$ cat config.mk
export PLATFORM = sky130hd
export DESIGN_NAME = sd_cmd_responder
export DESIGN_NICKNAME = d
export VERILOG_FILES = /design/src/rtl/sd_pkg.sv /design/src/rtl/sd_cmd_responder_crc7.sv /design/src/rtl/sd_cmd_responder.sv
export SDC_FILE = /design/constraint.sdc
export NUM_CORES = 1
export LEC_CHECK = 0
export ABC_AREA = 1
export CAP_MARGIN = 10
export CORE_MARGIN = 10
export CORE_UTILIZATION = 50
export CTS_CLUSTER_SIZE = 24
export DETAILED_ROUTE_END_ITERATION = 8
export PLACE_DENSITY = 0.81
export SYNTH_ARGS = -nofsm -noshare
export SYNTH_HDL_FRONTEND = slang
export SYNTH_SLANG_ARGS = --single-unit
$ cat constraint.sdc
create_clock -name iclk -period 1.6 [get_ports iclk]
set_input_delay 0.32 -clock iclk [delete_from_list [all_inputs] [get_ports iclk]]
set_output_delay 0.32 -clock iclk [all_outputs]
set_load 0.01 [all_outputs]
$ cat src/rtl/sd_pkg.sv
// sd_pkg: shared definitions for the SD CMD-line responder.
//   - frame geometry (48-bit command/response frame, 40 CRC-covered bits)
//   - CRC7 polynomial (x^7 + x^3 + 1) and a single-step serial CRC helper
//   - FSM state encoding
//   - field offsets inside a received frame held as [45:0] (the start and
//     transmission bits are not kept, so bit 0 is the end bit)
package sd_pkg;

  localparam int FRAME_LEN = 48;
  localparam int CRC_COVER = 40;
  localparam logic [6:0] CRC7_POLY = 7'h09;

  localparam int OFF_INDEX = 40;  // [45:40]
  localparam int OFF_ARG   = 8;   // [39:8]
  localparam int OFF_CRC   = 1;   // [7:1]
  localparam int OFF_END   = 0;

  typedef enum logic [2:0] {
    ST_IDLE,
    ST_RX,
    ST_WAIT_RESP,
    ST_NCR_GAP,
    ST_TX
  } sd_state_e;

  function automatic logic [6:0] crc7_step(input logic [6:0] crc, input logic din);
    logic fb;
    fb = din ^ crc[6];
    return {crc[5:0], 1'b0} ^ (fb ? CRC7_POLY : 7'h00);
  endfunction

endpackage

$ cat src/rtl/sd_cmd_responder_crc7.sv
// crc7: serial CRC7 (x^7 + x^3 + 1, init 0), one bit per iclk.
// Ports:
//   iclk, irst  clock / async active-low reset
//   clr         restart the CRC from 0
//   en          fold din into the CRC this cycle (with clr: fold into 0)
//   din         serial data bit
//   crc         CRC including this cycle's din when en is high; equals the
//               stored value when en and clr are low
import sd_pkg::*;

module crc7 (
  input  logic       iclk,
  input  logic       irst,
  input  logic       clr,
  input  logic       en,
  input  logic       din,
  output logic [6:0] crc
);

  logic [6:0] crc_q;

  // Exposing the next value lets the transmitter emit the first CRC bit
  // in the same cycle the last covered bit is folded in.
  always_comb begin
    crc = crc_q;
    if (en)
      crc = crc7_step(clr ? 7'h00 : crc_q, din);
    else if (clr)
      crc = 7'h00;
  end

  always_ff @(posedge iclk or negedge irst) begin
    if (!irst)
      crc_q <= 7'h00;
    else
      crc_q <= crc;
  end

endmodule

$ cat src/rtl/sd_cmd_responder.sv
// sd_cmd_responder: SD card-side CMD line engine. Receives a 48-bit host
// command, hands index/argument to the user, then transmits the user's
// 48-bit response after an NCR gap.
// Build option: SD_CMD_CRC_CHECK_EN -- when defined, a received CRC7
// mismatch raises ocrc_fail; otherwise only a 0 end bit does.
// Parameters: NCR (idle cycles before response start, 2..63),
//             RESP_WAIT (cycles the user has to respond).
// Ports:
//   iclk, irst                 clock / async active-low reset
//   icmd_sd                    CMD line from host
//   ocmd_sd, ocmd_sd_en        CMD drive value / enable (1 when released)
//   ocmd_valid, ocmd_index,
//   ocmd_arg                   accepted-command pulse and fields
//   ocrc_fail                  pulse: bad CRC or end bit
//   iresp_valid, iresp_skip,
//   iresp_index, iresp_arg     user response handshake (WAIT_RESP only)
//   ono_resp                   pulse: response window expired
//   obusy                      FSM not idle
//
// state        | meaning
// ST_IDLE      | watching for a start bit
// ST_RX        | shifting in the 47 bits after the start bit
// ST_WAIT_RESP | command accepted, waiting for user response or skip
// ST_NCR_GAP   | NCR idle cycles before the response start bit
// ST_TX        | driving the 48-bit response
import sd_pkg::*;

module sd_cmd_responder #(
  parameter int NCR       = 2,
  parameter int RESP_WAIT = 64
) (
  input  logic        iclk,
  input  logic        irst,
  input  logic        icmd_sd,
  output logic        ocmd_sd,
  output logic        ocmd_sd_en,
  output logic        ocmd_valid,
  output logic [5:0]  ocmd_index,
  output logic [31:0] ocmd_arg,
  output logic        ocrc_fail,
  input  logic        iresp_valid,
  input  logic        iresp_skip,
  input  logic [5:0]  iresp_index,
  input  logic [31:0] iresp_arg,
  output logic        ono_resp,
  output logic        obusy
);

  localparam int WAIT_W = $clog2(RESP_WAIT + 1);

  sd_state_e         state;
  logic [44:0]       rx_shift;
  logic [45:0]       rx_frame;
  logic [5:0]        bit_cnt;
  logic [5:0]        tx_cnt;
  logic [5:0]        gap_cnt;
  logic [WAIT_W-1:0] wait_cnt;
  logic [39:0]       tx_shift;
  logic [6:0]        rx_crc;
  logic [6:0]        tx_crc;
  logic [2:0]        crc_sel;
  logic              rx_crc_clr, rx_crc_en;
  logic              tx_crc_clr, tx_crc_en;
  logic              frame_ok;

  // Frame as it stands at the edge sampling the end bit.
  assign rx_frame = {rx_shift, icmd_sd};

  assign rx_crc_clr = (state == ST_IDLE);
  assign rx_crc_en  = ((state == ST_IDLE) && !icmd_sd) ||
                      ((state == ST_RX) && (bit_cnt < 6'(CRC_COVER)));
  assign tx_crc_clr = (state == ST_WAIT_RESP);
  assign tx_crc_en  = (state == ST_TX) && (tx_cnt < 6'(CRC_COVER));

  crc7 u_rx_crc (
    .iclk (iclk),
    .irst (irst),
    .clr  (rx_crc_clr),
    .en   (rx_crc_en),
    .din  (icmd_sd),
    .crc  (rx_crc)
  );

  // The bit currently on the line is what gets folded into the response CRC.
  crc7 u_tx_crc (
    .iclk (iclk),
    .irst (irst),
    .clr  (tx_crc_clr),
    .en   (tx_crc_en),
    .din  (ocmd_sd),
    .crc  (tx_crc)
  );

`ifdef SD_CMD_CRC_CHECK_EN
  assign frame_ok = rx_frame[OFF_END] && (rx_frame[OFF_CRC+6:OFF_CRC] == rx_crc);
`else
  logic rx_crc_unused;
  assign rx_crc_unused = ^{rx_crc, rx_frame[OFF_CRC+6:OFF_CRC]};
  assign frame_ok = rx_frame[OFF_END];
`endif

  // Next CRC bit to drive when bit tx_cnt+1 lies in 40..46.
  assign crc_sel = 3'(6'd45 - tx_cnt);

  assign obusy = (state != ST_IDLE);

  always_ff @(posedge iclk or negedge irst) begin
    if (!irst) begin
      state      <= ST_IDLE;
      rx_shift   <= '0;
      bit_cnt    <= '0;
      tx_cnt     <= '0;
      gap_cnt    <= '0;
      wait_cnt   <= '0;
      tx_shift   <= '0;
      ocmd_sd    <= 1'b1;
      ocmd_sd_en <= 1'b0;
      ocmd_valid <= 1'b0;
      ocmd_index <= '0;
      ocmd_arg   <= '0;
      ocrc_fail  <= 1'b0;
      ono_resp   <= 1'b0;
    end else begin
      ocmd_valid <= 1'b0;
      ocrc_fail  <= 1'b0;
      ono_resp   <= 1'b0;
      case (state)
        ST_IDLE: begin
          rx_shift <= {rx_shift[43:0], icmd_sd};
          if (!icmd_sd) begin
            state   <= ST_RX;
            bit_cnt <= 6'd1;
          end
        end
        ST_RX: begin
          rx_shift <= {rx_shift[43:0], icmd_sd};
          bit_cnt  <= bit_cnt + 6'd1;
          if ((bit_cnt == 6'd1) && !icmd_sd) begin
            state <= ST_IDLE;
          end else if (bit_cnt == 6'(FRAME_LEN - 1)) begin
            if (frame_ok) begin
              ocmd_valid <= 1'b1;
              ocmd_index <= rx_frame[OFF_INDEX+5:OFF_INDEX];
              ocmd_arg   <= rx_frame[OFF_ARG+31:OFF_ARG];
              wait_cnt   <= WAIT_W'(RESP_WAIT - 1);
              state      <= ST_WAIT_RESP;
            end else begin
              ocrc_fail <= 1'b1;
              state     <= ST_IDLE;
            end
          end
        end
        ST_WAIT_RESP: begin
          if (iresp_skip) begin
            state <= ST_IDLE;
          end else if (iresp_valid) begin
            tx_shift <= {2'b00, iresp_index, iresp_arg};
            gap_cnt  <= 6'(NCR - 1);
            state    <= ST_NCR_GAP;
          end else if (wait_cnt == '0) begin
            ono_resp <= 1'b1;
            state    <= ST_IDLE;
          end else begin
            wait_cnt <= wait_cnt - 1'b1;
          end
        end
        ST_NCR_GAP: begin
          if (gap_cnt == '0) begin
            ocmd_sd_en <= 1'b1;
            ocmd_sd    <= tx_shift[39];
            tx_shift   <= {tx_shift[38:0], 1'b0};
            tx_cnt     <= '0;
            state      <= ST_TX;
          end else begin
            gap_cnt <= gap_cnt - 6'd1;
          end
        end
        ST_TX: begin
          tx_cnt <= tx_cnt + 6'd1;
          if (tx_cnt < 6'd39) begin
            ocmd_sd  <= tx_shift[39];
            tx_shift <= {tx_shift[38:0], 1'b0};
          end else if (tx_cnt < 6'd46) begin
            ocmd_sd <= tx_crc[crc_sel];
          end else if (tx_cnt == 6'd46) begin
            ocmd_sd <= 1'b1;
          end else begin
            ocmd_sd_en <= 1'b0;
            ocmd_sd    <= 1'b1;
            state      <= ST_IDLE;
          end
        end
        default: state <= ST_IDLE;
      endcase
    end
  end

endmodule

After elaboration in Yosys (flattened, before gate mapping)
Index checks and enable logic that the tools add are counted.

Register bits after elaboration: 163. Input port bits: 43.

Multiplexer cells: 58. Add/sub/neg operators: 5. Bitwise gates (word level): 3. Eq/ne operators: 23. Reduce and logical (&&, ||, !) cells: 21. Order comparisons: 4.

Operator list (count): $mux 40 (4); $pmux 40 s3 (1); $mux 7 (8); $pmux 6 s2 (3); $mux 3 (10); $mux 6 (5); $ne 2x2->1 const B (12); $mux 1 (20); $lt 6x6->1 const B (3); $pmux 3 s5 (1); $pmux 7 s2 (1); $reduce_and 7->1 (2); $add 6x1->6 const B (2); $eq 6x6->1 const B (2); $reduce_and 5->1 (2); $reduce_and 4->1 (2); $reduce_bool 2->1 (4); $logic_not 7->1 (1); $sub 7x1->7 const B (1); $xor 7x7->7 (1); $eq 3x2->1 const B (2); $eq 6x1->1 const B (1); $logic_not 6->1 (1); $reduce_bool 3->1 (2); other kinds (19) (23).

Depth between registers and ports, before layout
Gate-level depths: netlist of run 1.

Word-level depth: 11. Mapped depth: 14. Gate-level depth less buffers: 13.

Modules after synthesis
From an unflattened synthesis of run 1, not the netlist that was laid out.

Cell total of the unflattened synthesis: 904. Area, all modules: 7433.4 um2.

By module, submodules not included: sd_cmd_responder (cells each 869, instances 1, area an instance 7088.0 um2); crc7 (cells each 35, instances 1, area an instance 345.3 um2).

Least setup slack after synthesis of run 1
No wires, ideal clock.

Kind: register to register. From: reg tx_cnt[0]. To: reg tx_shift[10]. Path buffers: 1. Period minus slack after synthesis: 1.664 ns. Data required time: 1.518 ns. Slack: -0.064 ns. Setup time: 0.082 ns. Cell stages (with the launch flop): 10. Data arrival time: 1.582 ns. Cells stage by stage: dfrtp_1 -> ha_1 -> nand2_1 -> a21oi_1 -> clkinv_1 -> nand2_1 -> a211oi_4 -> buf_4 -> nor2_1 -> a31oi_1.

Longest elaborated chain between the ends: 3.

Ends and longest elaborated chain: from (decl) (line sd_cmd_responder.sv:55) `logic [5:0] tx_cnt;`; from (signal assigned) (line sd_cmd_responder.sv:179) `tx_cnt <= tx_cnt + 6'd1;`; $lt 6x6->1 (line sd_cmd_responder.sv:180) `if (tx_cnt < 6'd39) begin`; $ne 2x1->1 (no source line); $reduce_and 5->1 (no source line); to (signal assigned) (line sd_cmd_responder.sv:157) `tx_shift <= {2'b00, iresp_index, iresp_arg};`; to (signal assigned) (line sd_cmd_responder.sv:171) `tx_shift <= {tx_shift[38:0], 1'b0};`; to (signal assigned) (line sd_cmd_responder.sv:182) `tx_shift <= {tx_shift[38:0], 1'b0};`; to (decl) (line sd_cmd_responder.sv:58) `logic [39:0] tx_shift;`.

No other way between the ends. A chain may end at the register's enable or synchronous reset.

Worst setup path in the final report of run 1
From: reg state[1]. To: reg tx_shift[24].

Longest elaborated chain between the ends: 3. Elaborated cells on any way between the ends: 10. Those cells by class: eq/ne: 7; mux: 1; reduce/logical: 2.

Ends and longest elaborated chain: from (decl) (line sd_cmd_responder.sv:51) `sd_state_e state;`; from (signal assigned) (line sd_cmd_responder.sv:109) `state <= ST_IDLE;`; from (signal assigned) (line sd_cmd_responder.sv:131) `state <= ST_RX;`; from (signal assigned) (line sd_cmd_responder.sv:139) `state <= ST_IDLE;`; $eq 3x3->1 / $eq 3x2->1 (equally long branches) (line sd_cmd_responder.sv:127) `case (state)`; $ne 2x1->1 (no source line) (tied with other cells); $reduce_and 5->1 (no source line).

Several ways; a longest one is shown, not always the timed one.

==> results of run 1 <==
==> worst paths after layout <==
path | from | end | slack [ns]
worst max-delay path | state[1]$_DFFE_PN0P_ | tx_shift[24]$_DFFE_PN0P_ | -0.29
worst min-delay path | irst | ocmd_arg[2]$_DFFE_PN0P_ | 0.28
worst max register to register | state[1]$_DFFE_PN0P_ | tx_shift[24]$_DFFE_PN0P_ | -0.29
worst min register to register | wait_cnt[0]$_DFFE_PN0P_ | wait_cnt[0]$_DFFE_PN0P_ | 0.48
max in group asynchronous | irst | ocmd_sd$_DFFE_PN1P_ | 0.76
min in group iclk | iresp_arg[10] | tx_shift[10]$_DFFE_PN0P_ | 0.45
==> layer usage <==
metal / GRT usage [%] / vias up / routed length [um]
li1: - / 3051 / -
met5: 0 / - / 0
met2: 33.0 / 222 / 11000
met3: 5.31 / 67 / 1110
met1: 22.2 / 3216 / 8110
met4: 9.17 / 0 / 643
==> critical path, cell delays in order, from the launching register on <==
cell and delay [ns]:
dfrtp_1 0.41, buf_6 0.15, buf_6 0.12, nand3_4 0.19, a21oi_4 0.05, a211oi_4 0.33
buf_12 0.19, buf_6 0.13, nor2_1 0.05, a31oi_1 0.16
==> area by class of cell <==
class	count	share of cell area [%]
flip-flops and latches	163	37.7
multi-input cells	526	28.9
repair buffers	216	21.6
clock buffers	22	4.47
inverters	92	3.36
well taps	180	2.08
clock inverters	8	1.83
==> synthesized netlist by cell type (all sizes together) <==
cell / count
a211oi: 1
a21boi: 1
a21oi: 9
a31oi: 37
and2: 3
buf: 17
clkbuf: 19
clkinv: 1
dfrtp: 162
dfstp: 1
ha: 8
inv: 91
mux2i: 1
nand2: 235
nand3: 32
nand3b: 1
nand4: 5
nor2: 67
nor3: 5
nor3b: 3
nor4: 3
o2111ai: 1
o211ai: 1
o21ai: 101
o22ai: 5
o31ai: 2
o32ai: 1
or2: 1
xor2: 3
==> state kept, by name, summed over array words and instances (netlist names), 7 cells and up <==
signal,flops
ocmd_arg,32
rx_shift,45
tx_shift,40
u_tx_crc.crc_q,7
wait_cnt,7
==> per-stage QoR <==
stage,utilization (%),cells
after floorplan,-,817
after global placement,62.7,1119
after detailed placement,62.7,1119
after CTS,73.5,1182
after global routing,78.3,1207
final,78.3,1207
==> power groups by stage <==
stage                     clock, mW  combinational [mW]  sequential [mW]
after floorplan                   0                2.57             5.93
after global placement            0                3.92             6.02
after detailed placement          0                4.11             6.06
after CTS                      4.72                4.61             6.01
after global routing           4.94                6.37             6.31
final                          4.71                5.82             6.19
==> cells by family after synthesis <==
kind of cell             Yosys count  share of synthesized area (%)
AO/OA/AOI/OAI                    159                           12.5
flip-flops                       163                           57.9
buffers and inverters            128                           7.26
XOR/XNOR                           3                          0.373
adder cells (fa/ha/maj)            8                           1.42
multiplexers                       1                          0.142
AND/OR/NAND/NOR                  355                           20.4
==> timing repair <==
item	4_1_cts	5_1_grt
setup buffers	20	22
gates cloned	12	4
gates resized for setup	209	116
setup endpoints to repair	151	149
hold buffers	1	0
endpoints found under the hold margin	130	0
pin swaps	14	37
==> impl_metrics.ini, run 1 <==
[sta]
hold_ws_ns = 0.283
slew-limit-headroom_pct = 63.6
min_period_ns = 1.89
skew_ns = 0.0117
rsz0062_at_grt = true
fin_setup_tns_ns = -19.03
tightest_slew_ns = 0.541
finalMaxSlewViolations = 0
fin_crit_sh_pct = 118
finalWorstSetupSlack_ns = -0.293
hold_viol = 0
fmax_mhz = 528
finalSetupViolations = 101

[pwr]
p_total_mw = 16.7
comb_power_share_pct = 34.8
switching_power_mw = 5.61
power.internal_mw = 11.1
sequentialPowerShare_pct = 37.0
peakVddDrop_v = 0.000949
power_frac_clock_pct = 28.2
power_density_mw_per_mm2 = 1540
switching_share_pct = 33.5
p_leak_nw = 5.12

[logic_synthesis]
yosys_warnings = 0
synth_top_area_share_pct = 57.5
synth.distinct_cells = 34
synth_area_sq_mm = 0.00705
yosys_register_bits = 163
postSynthAreaPerCell_sq_um = 8.63
synth_fp_nets = 868
synth.largest_area_cell = dfrtp_1
synth_area_leaders = dfrtp_1, nand2_1, o21ai_0, inv_1, nor2_1
yosysSeqAreaShare_pct = 57.9
synthesis.instances = 817

[drt]
wl_per_cell_um = 17.3
ant_nets = 0
viasPerCell = 5.43
drtIter0Drc = 545
vias = 6556
post-route-drc-count = 0
wl_um = 20900
firstDrtPassIters = 5

[cells_and_area]
fillers = 835
final_layout_size_suffix_gt1_share_pct = 31.8
num_antenna_cells = 0
area_growth_pct = 53.5
regArea_sq_mm = 0.00408
multiInputGateArea_sq_mm = 0.00313
final_area_sq_mm = 0.0108
final_cell_mix = nand2_1, dfrtp_1, buf_4, inv_1, o21ai_0
finalNetCount = 1067
final_common_cell = nand2_1

[floorplan]
die_area_sq_mm = 0.0192
die_h_um = 139
initial_utilization_pct = 51.0
core_area_sq_mm = 0.0138
num_io_pins = 87
dieWidth_um = 139
std_cell_rows = 43

[global_routing]
overflow = 0
grt_max_degree = 83
track_usage_pct = 19.4
grt_antenna_before_repair = 0
grt_pass1_vias = 6341
grt_pass1_wl_um = 31200

[run_status]
status = complete, but fails checks
violations = negative setup slack

[clock_network]
cts_buffer_depth = 2
clkTransAtPathRegs_ns = 0.06
htree_levels = 4
cts_tree = done
clk_latency_ns = 0.43
numCtsBuffers = 17
clock-sinks = 163
cts-root-buf = clkbuf_16

[placed_design]
finalWeightedCongestion = 0.856
post-dp-hpwl_um = 10800
port_buffers = 86
pre_cts_ws_ns = -0.272
place_area_sq_mm = 0.00867

[setup_path]
ff2ff_path_depth = 9
critPathMaxFanout = 8
worst_ep_arrival_time_ns = 2.23
cp.required_ns = 1.94
worstSetupEndpointType = flip-flop
path_class = reg -> reg
worst_setup_path_start_kind = flip-flop

[flow_run]
drv_cap = 0

[min_path]
hold_class = in -> async
Note: power is estimated with default switching activity, not from simulation.
==> inputs of run 2 (changes only) <==
CORE_UTILIZATION = 45   (was 50)
PLACE_DENSITY = 0.74   (was 0.81)
==> run 2 against run 1 <==
Against the previous run:
- the run still ends with negative setup slack left
- final cell count rose by 1.6%
- register-to-register slack improved by 0.06 ns
- design area shrank 0.82%
- first-iteration DRC count shrank 26%
- via count down 3.7%
- clock power is 14% lower
- combinational power fell by 4.1%
- die area increased by 9.5%
- clock skew decreased by 0.0064 ns
- global-route usage is 4.2 points lower
- hold slack gained 0.068 ns
- critical path type unchanged
- critical endpoint is now tx_shift[25]$_DFFE_PN0P_
- largest cell class unchanged
==> impl_metrics.ini, run 2 (synthesis gave the netlist of run 1 again) <==
[sta]
slew-limit-headroom_pct = 72.6
fin_setup_tns_ns = -11.51
min_period_ns = 1.83
rsz0062_at_grt = true
finalWorstSetupSlack_ns = -0.234
fmax_mhz = 545
tightest_slew_ns = 0.407
fin_crit_sh_pct = 115
hold_viol = 0
finalSetupViolations = 87
finalMaxSlewViolations = 0
skew_ns = 0.00529

[setup_path]
critical_path.most_common_cell = inv_2
worst_ep_arrival_time_ns = 2.17
cp.required_ns = 1.94
crit_chain = inv_2 -> ha_4 -> nand4_1 -> nand2_2 -> inv_2 -> a211oi_4 -> buf_6 -> clkbuf_16 -> nor2_1 -> a31oi_1
crit_path_max_incr_delay_ns = 0.39
path_class = reg -> reg
critPathLaunch = gap_cnt[0]$_DFFE_PN0P_
worst_setup_path_start_kind = flip-flop
critPathMaxFanout = 7
worstSetupEndpointType = flip-flop
timing.rr.start = gap_cnt[0]$_DFFE_PN0P_
slowest_stage = dfrtp_1

[cells_and_area]
final_cell_mix = nand2_1, dfrtp_1, inv_1, buf_4, o21ai_0
final_common_cell = nand2_1
fin_cells = 1226
finalNetCount = 1053
final_area_sq_mm = 0.0107
num_antenna_cells = 0
reg_top3 = rx_shift x45, tx_shift x40, ocmd_arg x32
area_growth_pct = 52.3
largest_register_ff_count = 45
final_layout_size_suffix_gt1_share_pct = 32.4
largest-register = rx_shift

[floorplan]
core_area_sq_mm = 0.0153
std_cell_rows = 45
die_h_um = 145
num_io_pins = 87
initial_utilization_pct = 46.2
die_area_sq_mm = 0.0211
dieWidth_um = 145

[pwr]
power_density_mw_per_mm2 = 1470
peakVddDrop_v = 0.000861
power_frac_clock_pct = 25.6
sequentialPowerShare_pct = 39.0
switching_power_mw = 5.45
p_total_mw = 15.8
comb_power_share_pct = 35.4
p_leak_nw = 5.02
power.internal_mw = 10.3
switching_share_pct = 34.6

[clock_network]
clkTransAtPathRegs_ns = 0.06
clk_latency_ns = 0.43
cts_buffer_depth = 2
cts-root-buf = clkbuf_16
htree_levels = 4
numCtsBuffers = 17
cts_tree = done
clock-sinks = 163

[drt]
ant_nets = 0
viasPerCell = 5.15
wl_per_cell_um = 15.9
vias = 6315
post-route-drc-count = 0
drtIter0Drc = 401
wl_um = 19500
firstDrtPassIters = 5

[global_routing]
grt_pass1_vias = 5761
grt_max_degree = 83
grt_antenna_before_repair = 0
track_usage_pct = 15.3
overflow = 0
grt_pass1_wl_um = 27400

[flow_run]
drv_cap = 0

[min_path]
hold_class = in -> async

[placed_design]
finalWeightedCongestion = 0.863
dp.cells = 1147
port_buffers = 86
pre_cts_ws_ns = -0.298
place_area_sq_mm = 0.00863
post-dp-hpwl_um = 10300

[run_status]
status = complete, but fails checks
violations = negative setup slack
run 2: cell type report:
type                       instances  area, sq um
clock inverter                    12          131
multi-input combinational        526         3250
timing repair buffer             201         2180
tap                              211          264
sequential                       163         4080
timing repair inverter             1         11.3
inverter                          92          363
clock buffer                      20          457
fill                            1064         4520
run 2: path summary, 6_finish.rpt:
check	endpoint	slack (ns)	depth (start not counted)
max reg2reg	tx_shift[25]$_DFFE_PN0P_	-0.23	10
min reg2reg	ocmd_sd_en$_DFFE_PN0P_	0.47	2
min in group iclk	tx_shift[16]$_DFFE_PN0P_	0.46	3
max in group asynchronous	state[0]$_DFFE_PN0P_	0.65	3
max	tx_shift[25]$_DFFE_PN0P_	-0.23	10
min	rx_shift[44]$_DFFE_PN0N_	0.35	2
run 2: repair_timing:
item	CTS	global route
buffers inserted	14	12
pin swaps	13	31
endpoints found under the setup margin	105	141
resized for setup	108	255
cloned	3	20
hold buffers	1	0
hold endpoints to repair	30	0
run 2: worst max-delay path: cells and delay by family (launching register included):
| family | cells | cell delay (ns) |
|---|---|---|
| AOI/OAI and AO/OA | 2 | 0.36 |
| adders and majority gates | 1 | 0.12 |
| buffers and inverters | 4 | 0.55 |
| DFF | 1 | 0.39 |
| and+or+nand+nor | 3 | 0.32 |
run 2: metrics by stage:
step           hold WS [ns]  util (%)
6_report              0.350      70.4
4_1_cts               0.350      62.6
3_5_place_dp          0.232      56.5
5_1_grt               0.366      70.4
3_3_place_gp          0.234      56.5
2_1_floorplan        0.0244         -
run 2: per-layer routing:
| layer | GRT usage (%) | vias to the layer above | routed length [um] |
|---|---|---|---|
| li1 | - | 3025 | - |
| met1 | 20.2 | 3077 | 8170 |
| met4 | 5.46 | 0 | 301 |
| met5 | 0 | - | 0 |
| met2 | 23.3 | 185 | 10000 |
| met3 | 4.44 | 28 | 1030 |
run 2: power groups by stage:
stage | combinational [mW] | clock [mW] | sequential (mW)
2_1_floorplan | 2.57 | 0 | 5.93
3_3_place_gp | 3.74 | 0 | 6.02
3_5_place_dp | 3.88 | 0 | 6.04
4_1_cts | 4.41 | 4.11 | 6.00
5_1_grt | 6.26 | 4.26 | 6.29
6_report | 5.58 | 4.04 | 6.15
==> inputs of run 3 (changes only) <==
CORE_ASPECT_RATIO = 1.75   (was unset)
REMOVE_ABC_BUFFERS = 1   (was unset)
==> run 3 against run 2 <==
Against the previous run:
- critical path type unchanged
- via count increased by 0.46%
- core utilization decreased by 4.0 points
- the flow still finishes with violations (negative setup slack)
- routed wire length decreased by 0.86%
- clock power about the same
- hold slack improved by 0.012 ns
- register-to-register slack got worse by 0.09 ns
- sequential power about the same
- flip-flop and latch count unchanged
- combinational power increased by 0.7%
- non-clock buffer count increased by 2
- global-route usage increased by 1.9 points
==> impl_metrics.ini, run 3 (synthesis gave the netlist of run 1 again) <==
[drt]
drtIter0Drc = 335
post-route-drc-count = 0
wl_um = 19300
vias = 6344
viasPerCell = 5.28
ant_nets = 0
wl_per_cell_um = 16.1
firstDrtPassIters = 5

[global_routing]
overflow = 0
grt_pass1_wl_um = 30400
grt_max_degree = 83
grt_pass1_vias = 6654
track_usage_pct = 17.2
grtUsageMet1_pct = 18.7
gr-max-usage-layer = met2
gr-usage-met2_pct = 31.1
use_met3_pct = 3.64
grt_antenna_before_repair = 0

[sta]
finalSetupViolations = 85
finalMaxSlewViolations = 0
hold_ws_ns = 0.362
rsz0062_at_grt = true
hold_viol = 0
tightest_slew_ns = 0.405
finalWorstSetupSlack_ns = -0.324
fin_setup_tns_ns = -12.39
fmax_mhz = 520
fin_crit_sh_pct = 120
min_period_ns = 1.92
skew_ns = 0.00898
slew-limit-headroom_pct = 72.8

[setup_path]
reg2reg_to = tx_shift[20]$_DFFE_PN0P_
worstSetupEndpointType = flip-flop
critPathMaxFanout = 5
ff2ff_path_depth = 12
critPathLaunch = state[1]$_DFFE_PN0P_
worst_setup_path_start_kind = flip-flop
cp.required_ns = 1.94
worst_ep_arrival_time_ns = 2.26
worst-r2r-setup-slack_ns = -0.32
path_class = reg -> reg
timing.rr.start = state[1]$_DFFE_PN0P_

[pwr]
p_leak_nw = 4.86
power_density_mw_per_mm2 = 1540
peakVddDrop_v = 0.000852
p_total_mw = 15.8

[flow_run]
drv_cap = 0

[cells_and_area]
fin_cells = 1202
reg_top3 = rx_shift x45, tx_shift x40, ocmd_arg x32
final_layout_size_suffix_gt1_share_pct = 25.1
final_cell_mix = nand2_1, dfrtp_1, buf_4, o21ai_0, inv_1
largest_register_ff_count = 45
largest-register = rx_shift
finalNetCount = 1054
area_growth_pct = 44.9
final_common_cell = nand2_1
num_antenna_cells = 0

[run_status]
violations = negative setup slack
status = complete, but fails checks

[clock_network]
clk_latency_ns = 0.42
clock-sinks = 163
numCtsBuffers = 17
clkTransAtPathRegs_ns = 0.07
cts-root-buf = clkbuf_16
cts_tree = done
cts_buffer_depth = 2
htree_levels = 4

[floorplan]
initial_utilization_pct = 45.8
core_area_sq_mm = 0.0154
die_h_um = 186
dieWidth_um = 115
die_area_sq_mm = 0.0213
num_io_pins = 87
std_cell_rows = 60

[placed_design]
dp.cells = 1122
post-dp-hpwl_um = 10800
port_buffers = 86
finalWeightedCongestion = 0.861
pre_cts_ws_ns = -0.332

[min_path]
hold_class = in -> async
run 3: worst max path at each step:
stage / slack, ns / to / cells past startpoint
floorplan: -2.53 / bit_cnt[4]$_DFFE_PN0P_ / 7
global placement: -0.28 / ocmd_arg[18]$_DFFE_PN0P_ / 9
detailed placement: -0.33 / tx_shift[30]$_DFFE_PN0P_ / 7
CTS: -0.18 / tx_shift[23]$_DFFE_PN0P_ / 11
global route: -0.37 / tx_shift[20]$_DFFE_PN0P_ / 11
finish: -0.32 / tx_shift[20]$_DFFE_PN0P_ / 12
run 3: area by class of cell:
class                   count  area (sq um)
clock buffers              18           429
clock inverters            14           140
fillers                  1132          5170
inverters                  92           354
multi-input cells         526          2910
flip-flops and latches    163          4080
well taps                 186           233
repair buffers            203          2070
run 3: through the flow:
stage	instance area [sq um]	utilization (%)
floorplan	6880	-
global placement	8590	55.8
detailed placement	8590	55.8
CTS	9720	63.2
global route	10200	66.4
finish	10200	66.4
run 3: layer usage:
metal,share of wire [%],up-vias
met5,0,-
met4,2.8,0
met3,4.8,45
met2,55,202
met1,38,3082
li1,-,3015
run 3: power breakdown:
group / internal (mW) / switching (mW) / total [mW]
registers: 5.36 / 0.772 / 6.13
clock network: 2.19 / 1.82 / 4.01
logic: 2.64 / 2.99 / 5.62
run 3: critical path, cell delays in order, from the launching register on:
cell       delay (ns)
dfrtp_1          0.42
buf_6            0.13
buf_6            0.12
nand2_4          0.06
nor2_4           0.05
nand2_2          0.10
inv_2            0.07
a211oi_4         0.21
buf_6            0.18
buf_12           0.14
clkbuf_16        0.15
nor2_2           0.03
a31oi_1          0.16
run 3: what timing repair did:
action	CTS	global route
setup endpoints to repair	147	150
pin swaps	16	30
cloned	9	4
hold buffers	1	0
hold endpoints to repair	29	0
resized for setup	127	91
buffers inserted	19	20
